File: src/rtl/instruction_fetch.sv
// ============================================================================
// instruction_fetch
//
// Instruction fetch stage. Owns the program counter, requests instruction
// words from instruction memory over a req/ack handshake and presents the
// fetched word plus PC+4 to the IF/ID pipeline register.
//
// Handshake: IMemReq is held high with IMemAddr stable until the cycle in
// which IMemAck = 1; that cycle completes the transfer and IMemData is
// sampled at its closing edge. IMemAck seen while IMemReq = 0 is ignored.
// Ack may arrive in the same cycle the request is raised.
//
// Parameters:
//   RESET_PC        PC value loaded on reset (low two bits must be zero).
//
// Ports:
//   Clk             clock, all state updates on posedge
//   Rst_n           asynchronous active-low reset
//   Stall           1 = IF/ID is not accepting, hold outputs
//   Redirect        branch/jump taken this cycle (overrides Stall)
//   RedirectTarget  new PC, bits [1:0] treated as 00
//   IMemReq         fetch request to instruction memory
//   IMemAddr        fetch address (the current PC)
//   IMemAck         IMemData is valid, completes the request
//   IMemData        instruction word from memory
//   InstructionOut  instruction to IF/ID, 0 (NOP) when not valid
//   PCAddOut        PC+4 of the fetched instruction
//   InstrValid      InstructionOut holds a real instruction
//   FetchCount      delivered-instruction counter (FETCH_COUNT_EN only)
//   state_dbg       current FSM state (FETCH=0, HOLD=1, DISCARD=2)
//
// Optional feature: define FETCH_COUNT_EN to add the FetchCount output, a
// free-running 32-bit count of instructions delivered to IF/ID.
// ============================================================================
module instruction_fetch #(
    parameter logic [31:0] RESET_PC = 32'h0000_0000
) (
    input  logic        Clk,
    input  logic        Rst_n,
    input  logic        Stall,
    input  logic        Redirect,
    input  logic [31:0] RedirectTarget,
    output logic        IMemReq,
    output logic [31:0] IMemAddr,
    input  logic        IMemAck,
    input  logic [31:0] IMemData,
    output logic [31:0] InstructionOut,
    output logic [31:0] PCAddOut,
    output logic        InstrValid,
`ifdef FETCH_COUNT_EN
    output logic [31:0] FetchCount,
`endif
    output logic [1:0]  state_dbg
);

    typedef enum logic [1:0] {
        S_FETCH   = 2'd0,
        S_HOLD    = 2'd1,
        S_DISCARD = 2'd2
    } state_t;

    state_t      state;
    logic [31:0] pc;
    logic [31:0] pending_pc;
    logic [31:0] hold_instr;
    logic [31:0] hold_pc4;
    logic        hold_full;
    // Goes high at the first edge after reset release; keeps IMemReq low
    // throughout reset and for the cycle in which reset is released.
    logic        started;

    logic [31:0] instr_q;
    logic [31:0] pcadd_q;
    logic        valid_q;

    logic        ack_ok;
    logic [31:0] pc_plus4;
    logic [31:0] target_al;

    // Request is up in FETCH and DISCARD; HOLD parks the fetch unit.
    assign IMemReq   = started && (state != S_HOLD);
    assign IMemAddr  = pc;
    // An ack only counts while a request is actually being presented.
    assign ack_ok    = IMemAck && IMemReq;
    assign pc_plus4  = pc + 32'd4;
    assign target_al = RedirectTarget & ~32'h0000_0003;

    assign InstructionOut = instr_q;
    assign PCAddOut       = pcadd_q;
    assign InstrValid     = valid_q;
    assign state_dbg      = state;

    always_ff @(posedge Clk or negedge Rst_n) begin
        if (!Rst_n) begin
            state      <= S_FETCH;
            pc         <= RESET_PC;
            pending_pc <= RESET_PC;
            hold_instr <= 32'h0000_0000;
            hold_pc4   <= 32'h0000_0000;
            hold_full  <= 1'b0;
            started    <= 1'b0;
            instr_q    <= 32'h0000_0000;
            pcadd_q    <= 32'h0000_0000;
            valid_q    <= 1'b0;
        end else begin
            started <= 1'b1;
            if (Redirect) begin
                // Redirect wins over Stall: bubble out, buffered word dropped.
                valid_q   <= 1'b0;
                instr_q   <= 32'h0000_0000;
                hold_full <= 1'b0;
                case (state)
                    S_FETCH: begin
                        if (ack_ok || !IMemReq) begin
                            // Nothing left outstanding; acked data is dropped.
                            pc    <= target_al;
                            state <= S_FETCH;
                        end else begin
                            // Request in flight must complete at its old
                            // address before the target can be fetched.
                            pending_pc <= target_al;
                            state      <= S_DISCARD;
                        end
                    end
                    S_HOLD: begin
                        pc    <= target_al;
                        state <= S_FETCH;
                    end
                    S_DISCARD: begin
                        if (ack_ok) begin
                            pc    <= target_al;
                            state <= S_FETCH;
                        end else begin
                            pending_pc <= target_al;
                        end
                    end
                    default: begin
                        pc    <= target_al;
                        state <= S_FETCH;
                    end
                endcase
            end else begin
                case (state)
                    S_FETCH: begin
                        if (ack_ok) begin
                            pc <= pc_plus4;
                            if (Stall) begin
                                // IF/ID busy: park the word until it frees up.
                                hold_instr <= IMemData;
                                hold_pc4   <= pc_plus4;
                                hold_full  <= 1'b1;
                                state      <= S_HOLD;
                            end else begin
                                instr_q <= IMemData;
                                pcadd_q <= pc_plus4;
                                valid_q <= 1'b1;
                            end
                        end else if (!Stall) begin
                            // Memory still busy: feed IF/ID a bubble.
                            valid_q <= 1'b0;
                            instr_q <= 32'h0000_0000;
                        end
                    end
                    S_HOLD: begin
                        if (!Stall) begin
                            instr_q   <= hold_full ? hold_instr : 32'h0000_0000;
                            pcadd_q   <= hold_pc4;
                            valid_q   <= hold_full;
                            hold_full <= 1'b0;
                            state     <= S_FETCH;
                        end
                    end
                    S_DISCARD: begin
                        // Outputs already hold the redirect bubble.
                        if (ack_ok) begin
                            pc    <= pending_pc;
                            state <= S_FETCH;
                        end
                    end
                    default: begin
                        state <= S_FETCH;
                    end
                endcase
            end
        end
    end

`ifdef FETCH_COUNT_EN
    logic        deliver;
    logic [31:0] fetch_count_q;

    // Same conditions under which the FSM loads a real instruction into
    // the output register.
    assign deliver = !Redirect && !Stall &&
                     (((state == S_FETCH) && ack_ok) ||
                      ((state == S_HOLD) && hold_full));

    always_ff @(posedge Clk or negedge Rst_n) begin
        if (!Rst_n) begin
            fetch_count_q <= 32'h0000_0000;
        end else if (deliver) begin
            fetch_count_q <= fetch_count_q + 32'd1;
        end
    end

    assign FetchCount = fetch_count_q;
`endif

endmodule

File: config.mk
export PLATFORM = sky130hd
export DESIGN_NAME = instruction_fetch
export DESIGN_NICKNAME = d
export VERILOG_FILES = /design/src/rtl/instruction_fetch.sv
export SDC_FILE = /design/constraint.sdc
export NUM_CORES = 1
export LEC_CHECK = 0
export CORE_ASPECT_RATIO = 1.2
export CORE_MARGIN = 4
export CORE_UTILIZATION = 45
export DETAILED_ROUTE_END_ITERATION = 8
export PLACE_DENSITY = 0.7
export SETUP_SLACK_MARGIN = 0.05
export SYNTH_ARGS = -nofsm -noshare
export SYNTH_HDL_FRONTEND = slang
export SYNTH_SLANG_ARGS = --single-unit
File: constraint.sdc
create_clock -name Clk -period 5.6 [get_ports Clk]
set_input_delay 0.84 -clock Clk [delete_from_list [all_inputs] [get_ports Clk]]
set_output_delay 0.84 -clock Clk [all_outputs]
set_load 0.005 [all_outputs]
After elaboration in Yosys (flattened, before gate mapping). Index checks and enable logic that the tools add are counted.

Add/sub/neg operators: 1. Equal/unequal tests: 14. Multiplexer cells: 39. Bitwise logic cells: 1. Reductions and logical operators: 16.

Operator list (number): $mux 32 (16); $pmux 32 s2 (5); $add 32x3->32 const B (1); $reduce_and 4->1 (4); $ne 3x3->1 const B (5); $mux 2 (6); $ne 2x2->1 const B (6); $mux 1 (8); $pmux 2 s3 (1); $reduce_and 3->1 (2); $reduce_bool 3->1 (2); $reduce_and 5->1 (1); $pmux 1 s2 (2); $pmux 2 s2 (1); $reduce_bool 2->1 (2); $eq 2x1->1 const B (1); $eq 2x2->1 const B (1); $logic_and 1x1->1 (2); $logic_not 2->1 (1); $ne 2x1->1 const B (1); $logic_not 1->1 (1); $logic_or 1x1->1 (1); $not 1->1 (1).

Register bits: 197. Input port bits: 69. Output and inout port bits: 100. Word-level logic and storage cells: 81.

Longest topological paths before layout. Gate-level depths: netlist (run 1).

Depth in word-level cells: 7. Gate-level depth with buffers: 8. Depth with buffers taken out: 6.

Least setup slack after synthesis (run 1). OpenSTA, ideal clock, no wires.

Path type: input port to flip-flop. Start point: input port Redirect. End point: register pcadd_q[24], in the netlist PCAddOut[24]. Library setup time: 0.138 ns. Arrival time: 2.138 ns. Required time: 5.462 ns. Path slack: 3.324 ns. Stages: 7. Path buffers: 2. Path through: or3_1 clkbuf_1 or2_1 buf_2 or3_1 o21ai_0 a31oi_1.

Word-level cells in the longest chain between the ends: 2.

RTL lines: from (decl) (RTL line 41) `input logic Redirect,`; $not 1->1 (no source line); $reduce_and 5->1 (no source line); to (signal assigned) (RTL line 155) `pcadd_q <= pc_plus4;`; to (signal assigned) (RTL line 167) `pcadd_q <= hold_pc4;`; to (decl) (RTL line 73) `logic [31:0] pcadd_q;`.

Every way passes these cells. A chain may end at the register's enable or synchronous reset.

Worst setup path after layout (run 1).
Start point: register state[1], in the netlist state_dbg[1]. End point: output port IMemReq.

Word-level cells in the longest chain between the ends: 2.

RTL lines: from (decl) (RTL line 62) `state_t state;`; from (signal assigned) (RTL line 95) `state <= S_FETCH;`; from (signal assigned) (RTL line 117) `state <= S_FETCH;`; from (signal assigned) (RTL line 122) `state <= S_DISCARD;`; $ne 2x1->1 (RTL line 81) `assign IMemReq = started && (state != S_HOLD);`; $logic_and 1x1->1 (RTL line 81); to (decl) (RTL line 43) `output logic IMemReq,`.

Every way passes these cells.

==> metrics.csv, run 1 <==
stage,metric,value,unit
yosys,synth-seq-area-share,53.3,%
yosys,synth_cell_types,58,
grt,grt-ovfl-total,0,
sta,tightest_slew,1.14,ns
pwr,p_per_area,363,nW/um^2
place,port_buffers,162,
detailed_routing,met3_length,1.33,mm
yosys,synth_edf_count,0,
sta,max_freq,296,MHz
clock_network,path_clk_slew,0.08,ns
sta,finalCritPeriodShare,60.3,%
finish,layout_common_cells,"dfrtp_1, clkdlybuf4s50_1, nand2_1",
worst_setup_path,cp.required,4.76,ns
sta,slew_headroom,23.8,%
floorplan,core-area,19500,um^2
worst_setup_path,setup.worst_path.start_class,flop,
clock_network,clock-sinks,189,
pwr,p_leak,4.61,nW
grt,grt_pass1_vias,6819,
place,place.gp.congestion,0.921,
hold_path,holdPathEnd,hold_pc4[21],
worst_setup_path,cp.arrival,2.54,ns
finish,diodes,0,
outcome,status,completed,
clock_network,post_cts_buffers,0,
clock_network,cts-root-buf,clkbuf_16,
finish,multi_input_area,3860,um^2
yosys,syn_area_per_cell,10.2,um^2
sta,fin_tns_setup,0,ns
floorplan,io_pins,169,
sta,rsz0062_at_grt,false,
worst_setup_path,path_class,flop to output port,
grt,grt.total_usage,21.4,%
detailed_routing,drcViolationCount,0,
worst_setup_path,timing.rr.start,state_dbg[1],
pwr,peakVddDrop,0.215,mV
detailed_routing,routedWlPerCell,18.6,um
detailed_routing,viasPerCell,5.62,
grt,grt_max_degree,109,
hold_path,min_path_type,flop to flop,
hold_path,hold_depth,2,
clock_network,cts_max_path_buffers,2,
clock_network,cts_inserted_buffers,17,
floorplan,die_h,162,um
yosys,synth_cells,870,
finish,drive_above_1_share,13.0,%
floorplan,die_w,136,um
worst_setup_path,rr_endpoint,PCAddOut[31],
detailed_routing,top_layer_used,met4,
yosys,synth-xor-area-share,2.27,%
yosys,synth_fa_ha_area_share,0.141,%
finish,fin_util,57.7,%
worst_setup_path,worstRegToRegCells,5,
floorplan,die-area,22000,um^2
clock_network,ctsHoldBuffers,0,
finish,seqCellArea,4730,um^2
yosys,syn-cell-area,8870,um^2
finish,nNetsFinal,1070,
yosys,synthSimpleGateAreaFrac,14.9,%
detailed_routing,met1_length,10.6,mm
clock_network,htreeDepth,4,
clock_network,clk_latency,0.43,ns
place,dpl.hpwl,16.4,mm
detailed_routing,dr_total_vias,7163,
worst_setup_path,slowest_delay,0.69,ns
sta,finClkSkew,0.0120,ns
sta,fin_crit,3.38,ns
worst_setup_path,crit_family,simple AND/OR/NAND/NOR gates,
detailed_routing,ant_nets,0,
detailed_routing,firstDrtPassIters,6,
grt,antenna_found_initial,0,
clock_network,cts_resized,0,
grt,grt_pass1_wl,37.4,mm
worst_setup_path,crit_buf_inv,1,
detailed_routing,wl_met2,11.4,mm
worst_setup_path,crit_path_end_kind,output port,
floorplan,start_util,45.6,%
sta,hold_viol,0,
sta,setup_viol_count_final,0,
floorplan,rows,56,
worst_setup_path,crit_slowest_cell,nand2b_1,
finish,final_common_cell,dfrtp_1,
worst_setup_path,r2r_setup_slack,2.62,ns
yosys,yosys_most_used_dff,dfrtp_1,
detailed_routing,routed_wl,23.7,mm
yosys,synth_mux_area_share,9.42,%
run,maxCapViolations,0,
hold_path,min_from,hold_pc4[21],
finish,syn_to_final_growth,26.7,%
yosys,ys_ff_latch,189,
yosys,synth_top_family_by_area,compound AO/OA/AOI/OAI gates,
sta,slew_viol_final,0,
detailed_routing,drtIter0Drc,567,
worst_setup_path,path_cells,"nand2b_1, and2_1, clkdlybuf4s50_1",
finish,nFillCells,1730,
yosys,synth_async_sr_flop_share,100,%
clock_network,tritoncts,done,
yosys,synth_compound_area_share,16.3,%
worst_setup_path,critPathMaxFanout,20,
yosys,yosysWarnings,0,
-- power by group --
part           switching, mW  internal [mW]
clock network          0.587          0.592
logic                  0.436          0.536
registers              0.249           1.68
-- worst register-to-register path, delay by kind of cell (launching register included) --
family,cells,cell delay (ns)
flip-flops,1,0.63
buffers and inverters,1,0.35
AO/OA/AOI/OAI,2,0.19
AND/OR/NAND/NOR,2,1.71
-- cell usage after synthesis (2+ instances only) --
| cell type | number | area (um^2) |
|---|---|---|
| dfrtp_1 | 189 | 4730 |
| nand2_1 | 112 | 420 |
| o21ai_0 | 107 | 536 |
| mux2_2 | 68 | 766 |
| nor2_1 | 44 | 165 |
| clkbuf_1 | 42 | 158 |
| a21oi_1 | 39 | 195 |
| a22oi_1 | 32 | 240 |
| nand3_1 | 26 | 130 |
| buf_2 | 18 | 90.1 |
| and3_1 | 16 | 100 |
| nor3_1 | 13 | 65.1 |
| or3_1 | 13 | 81.3 |
| xor2_1 | 12 | 105 |
| xnor2_1 | 11 | 96.3 |
| nor4_1 | 10 | 62.6 |
| nand4_1 | 9 | 56.3 |
| o211ai_1 | 9 | 67.6 |
| a31oi_1 | 7 | 43.8 |
| mux2i_1 | 7 | 70.1 |
| o221ai_1 | 7 | 61.3 |
| buf_4 | 6 | 45.0 |
| o22ai_1 | 6 | 37.5 |
| o2bb2a_1 | 5 | 50.1 |
| and2_1 | 4 | 25.0 |
| inv_1 | 4 | 15.0 |
| nor2b_1 | 4 | 25.0 |
| a211oi_1 | 3 | 22.5 |
| a221oi_1 | 3 | 26.3 |
| a2bb2oi_1 | 3 | 26.3 |
| buf_1 | 3 | 11.3 |
| o22a_1 | 3 | 26.3 |
| o31a_1 | 3 | 26.3 |
| a21boi_0 | 2 | 15.0 |
| conb_1 | 2 | 7.51 |
| nand2b_1 | 2 | 12.5 |
| nand3b_1 | 2 | 15.0 |
| nor4_4 | 2 | 42.5 |
| o21bai_1 | 2 | 15.0 |
| o2bb2ai_1 | 2 | 17.5 |
-- worst max path at each step --
stage	start	endpoint	slack (ns)	depth (start not counted)
floorplan	Redirect	PCAddOut[24]	3.32	7
detailed placement	Stall	PCAddOut[19]	1.88	6
finish	state_dbg[1]	IMemReq	2.22	3
CTS	state_dbg[1]	IMemReq	2.22	3
global placement	Stall	PCAddOut[27]	1.87	6
global route	state_dbg[1]	IMemReq	2.06	3
-- cell type report --
type	count	area share (%)
Clock buffer	17	3.78
Clock inverter	15	1.32
Inverter	4	0.134
Multi-Input combinational cell	611	34.3
Sequential cell	189	42.1
Tap cell	261	2.90
Timing Repair Buffer	177	15.5
-- kinds of logic (layout without fill, tap and decap cells) --
logic type | count (synthesis) | in the layout
buffers and inverters | 73 | 213
muxes | 75 | 75
adders and majority gates | 1 | 1
xor gates and xnor gates | 23 | 23
and+or+nand+nor | 269 | 269
other | 2 | 5
AOI/OAI and AO/OA | 238 | 238
DFF | 189 | 189
-- layer usage --
layer | vias up | track usage, %
met5 | - | 0
met4 | 0 | 5.27
met3 | 28 | 4.15
met2 | 211 | 34.4
met1 | 3525 | 30.0
li1 | 3399 | -
-- sequential cells by signal, summed over array words and instances (netlist names) --
| register | cells |
|---|---|
| hold_full | 1 |
| started | 1 |
| InstructionOut | 32 |
| state_dbg | 2 |
| hold_pc4 | 30 |
| pending_pc | 30 |
| InstrValid | 1 |
| PCAddOut | 30 |
| IMemAddr | 30 |
| hold_instr | 32 |
-- metrics by stage --
| stage | setup WS, ns | area, um^2 | std cells | hold slack (ns) | total power [mW] |
|---|---|---|---|---|---|
| 3_3_place_gp | 1.87 | 10700 | 1242 | 0.455 | 2.89 |
| 4_1_cts | 2.22 | 11200 | 1274 | 0.481 | 4.11 |
| 6_report | 2.22 | 11200 | 1274 | 0.476 | 4.08 |
| 2_1_floorplan | 3.32 | 8880 | 873 | 0.443 | 2.39 |
| 3_5_place_dp | 1.88 | 10700 | 1242 | 0.465 | 2.93 |
| 5_1_grt | 2.06 | 11200 | 1274 | 0.499 | 4.29 |
Note: power is estimated with default switching activity, not from simulation.
==> run 2, diff against run 1 <==
clock period = 3.17 ns   (was 5.6 ns; I/O delays follow)
==> metrics.csv, run 2 (same netlist as run 1, synthesis figures left out) <==
stage,metric,value,unit,change
pwr,combPwrFrac,23.5,%,-0.3 points
grt,grt.total_usage,21.7,%,+0.27 points
finish,nFillCells,1715,,-0.87%
worst_setup_path,r2r_setup_slack,0.59,ns,-2.03 ns
place,place_inst,1252,,+0.81%
worst_setup_path,critPathMaxFanout,9,,-55%
detailed_routing,routed_wl,23.7,mm,+0.26%
sta,rsz0062_at_grt,false,,
floorplan,die-area,22000,um^2,unchanged
pwr,p_per_area,647,nW/um^2,+78%
sta,max_freq,387,MHz,
pwr,finalPower,7.39,mW,+81%
grt,grt_max_degree,69,,-37%
run,maxCapViolations,0,,unchanged
pwr,swShare,30.6,%,-0.64 points
clock_network,cts_inserted_buffers,17,,unchanged
place,port_buffers,162,,unchanged
pwr,p_leak,4.71,nW,+2.2%
finish,layout_common_cells,"dfrtp_1, clkdlybuf4s50_1, nand2_1",,
clock_network,cts_resized,0,,unchanged
finish,syn_to_final_growth,28.7,%,
clock_network,cts_max_path_buffers,2,,unchanged
worst_setup_path,worstRegToRegCells,6,,+1
hold_path,min_path_type,input port to async pin,,
sta,fin_tns_setup,0,ns,unchanged
grt,grt_pass1_vias,7030,,+3.1%
sta,setup_viol_count_final,0,,unchanged
finish,nNetsFinal,1080,,+0.93%
sta,slew_headroom,30.8,%,+7.0 points
clock_network,clock-sinks,189,,unchanged
grt,grt-ovfl-total,0,,unchanged
clock_network,htreeDepth,4,,unchanged
clock_network,post_cts_buffers,0,,unchanged
detailed_routing,drtIter0Drc,440,,-22%
sta,hold_viol,1,,+1
clock_network,path_clk_slew,0.08,ns,about the same
detailed_routing,routedWlPerCell,18.5,um,-0.52%
place,place.gp.congestion,0.909,,-1.3%
sta,finClkSkew,0.00912,ns,-0.00293 ns
detailed_routing,firstDrtPassIters,5,,-1
sta,finalCritPeriodShare,81.5,%,
detailed_routing,viasPerCell,5.66,,+0.62%
worst_setup_path,cp.required,3.47,ns,-1.29 ns
floorplan,io_pins,169,,unchanged
sta,tightest_slew,1.03,ns,-0.111 ns
sta,fin_crit,2.58,ns,
grt,antenna_found_initial,0,,unchanged
floorplan,start_util,45.6,%,unchanged
floorplan,rows,56,,unchanged
pwr,peakVddDrop,0.402,mV,+87%
floorplan,core-area,19500,um^2,unchanged
detailed_routing,ant_nets,0,,unchanged
outcome,status,finished with violations,,
worst_setup_path,path_class,flop to flop,,
pwr,p_clk_share,30.4,%,+1.5 points
finish,drive_above_1_share,13.9,%,+0.85 points
pwr,p_seq_share,46.0,%,-1.3 points
detailed_routing,drcViolationCount,0,,unchanged
place,dpl.hpwl,16.6,mm,+1.3%
grt,grt_pass1_wl,37.8,mm,+1.0%
sta,hold-worst-slack,-0.000302,ns,-0.477 ns
worst_setup_path,cp.arrival,2.89,ns,+0.35 ns
finish,fin_cells,1284,,+0.78%
clock_network,tritoncts,done,,
finish,diodes,0,,unchanged
worst_setup_path,crit_path_end_kind,flop,,
clock_network,ctsHoldBuffers,0,,unchanged
place,pre_cts_ws,0.461,ns,-1.42 ns
sta,fin_ws,0.587,ns,-1.64 ns
floorplan,die_w,136,um,unchanged
clock_network,cts-root-buf,clkbuf_16,,
sta,slew_viol_final,0,,unchanged
detailed_routing,dr_total_vias,7264,,+1.4%
clock_network,clk_latency,0.43,ns,about the same
outcome,failed_checks,negative hold slack,,
finish,final_common_cell,dfrtp_1,,
pwr,power_switching,2.26,mW,+78%
floorplan,die_h,162,um,unchanged
worst_setup_path,setup.worst_path.start_class,flop,,
pwr,p_int,5.13,mW,+83%
==> run 2: routing by layer <==
| layer | part of all wire, % | track usage, % | routed length [um] | vias up |
|---|---|---|---|---|
| met2 | 47 | 33.8 | 11200 | 245 |
| met4 | 2.4 | 7.93 | 578 | 0 |
| met1 | 45 | 30.3 | 10700 | 3571 |
| li1 | - | - | - | 3418 |
| met3 | 5.6 | 4.06 | 1340 | 30 |
| met5 | 0 | 0 | 0 | - |
==> run 2: critical path: stages, from the launching register on <==
cell and delay (ns):
dfrtp_1 0.51, ha_1 0.29, nand4_2 0.30, nor4_1 0.65, nand4_1 0.27, xor2_1 0.32
o22ai_1 0.11
==> run 2: power groups by stage <==
stage | clock network [mW] | logic [mW] | registers, mW
6_report | 2.25 | 1.74 | 3.40
5_1_grt | 2.38 | 1.91 | 3.48
4_1_cts | 2.28 | 1.76 | 3.40
3_5_place_dp | 0 | 1.75 | 3.44
3_3_place_gp | 0 | 1.72 | 3.41
2_1_floorplan | 0 | 0.913 | 3.31
==> run 2: area by class of cell <==
cell class / instances / area, um^2 / area share, %
multi-input combinational: 611 / 3860 / 33.8
clock inverter: 15 / 203 / 1.77
sequential: 189 / 4730 / 41.4
clock buffer: 17 / 425 / 3.72
tap: 261 / 327 / 2.86
timing repair buffer: 187 / 1860 / 16.3
inverter: 4 / 15.0 / 0.131
==> run 2: final timing paths <==
path                         startpoint            endpoint
hold / removal                    Rst_n  InstructionOut[20]
setup reg to reg            IMemAddr[2]        PCAddOut[30]
hold reg to reg            hold_pc4[21]        hold_pc4[21]
setup / recovery            IMemAddr[2]        PCAddOut[30]
max in group asynchronous         Rst_n      hold_instr[21]
min in group Clk           hold_pc4[21]        hold_pc4[21]
==> run 2: per-stage QoR <==
stage / instance area [um^2] / utilization (%) / hold slack, ns
after floorplan: 8880 / - / 0.180
after global placement: 10800 / 55.4 / 0.455
after detailed placement: 10800 / 55.4 / 0.465
after CTS: 11400 / 58.6 / 0.0101
after global routing: 11400 / 58.6 / 0.0228
final: 11400 / 58.6 / -0.000302
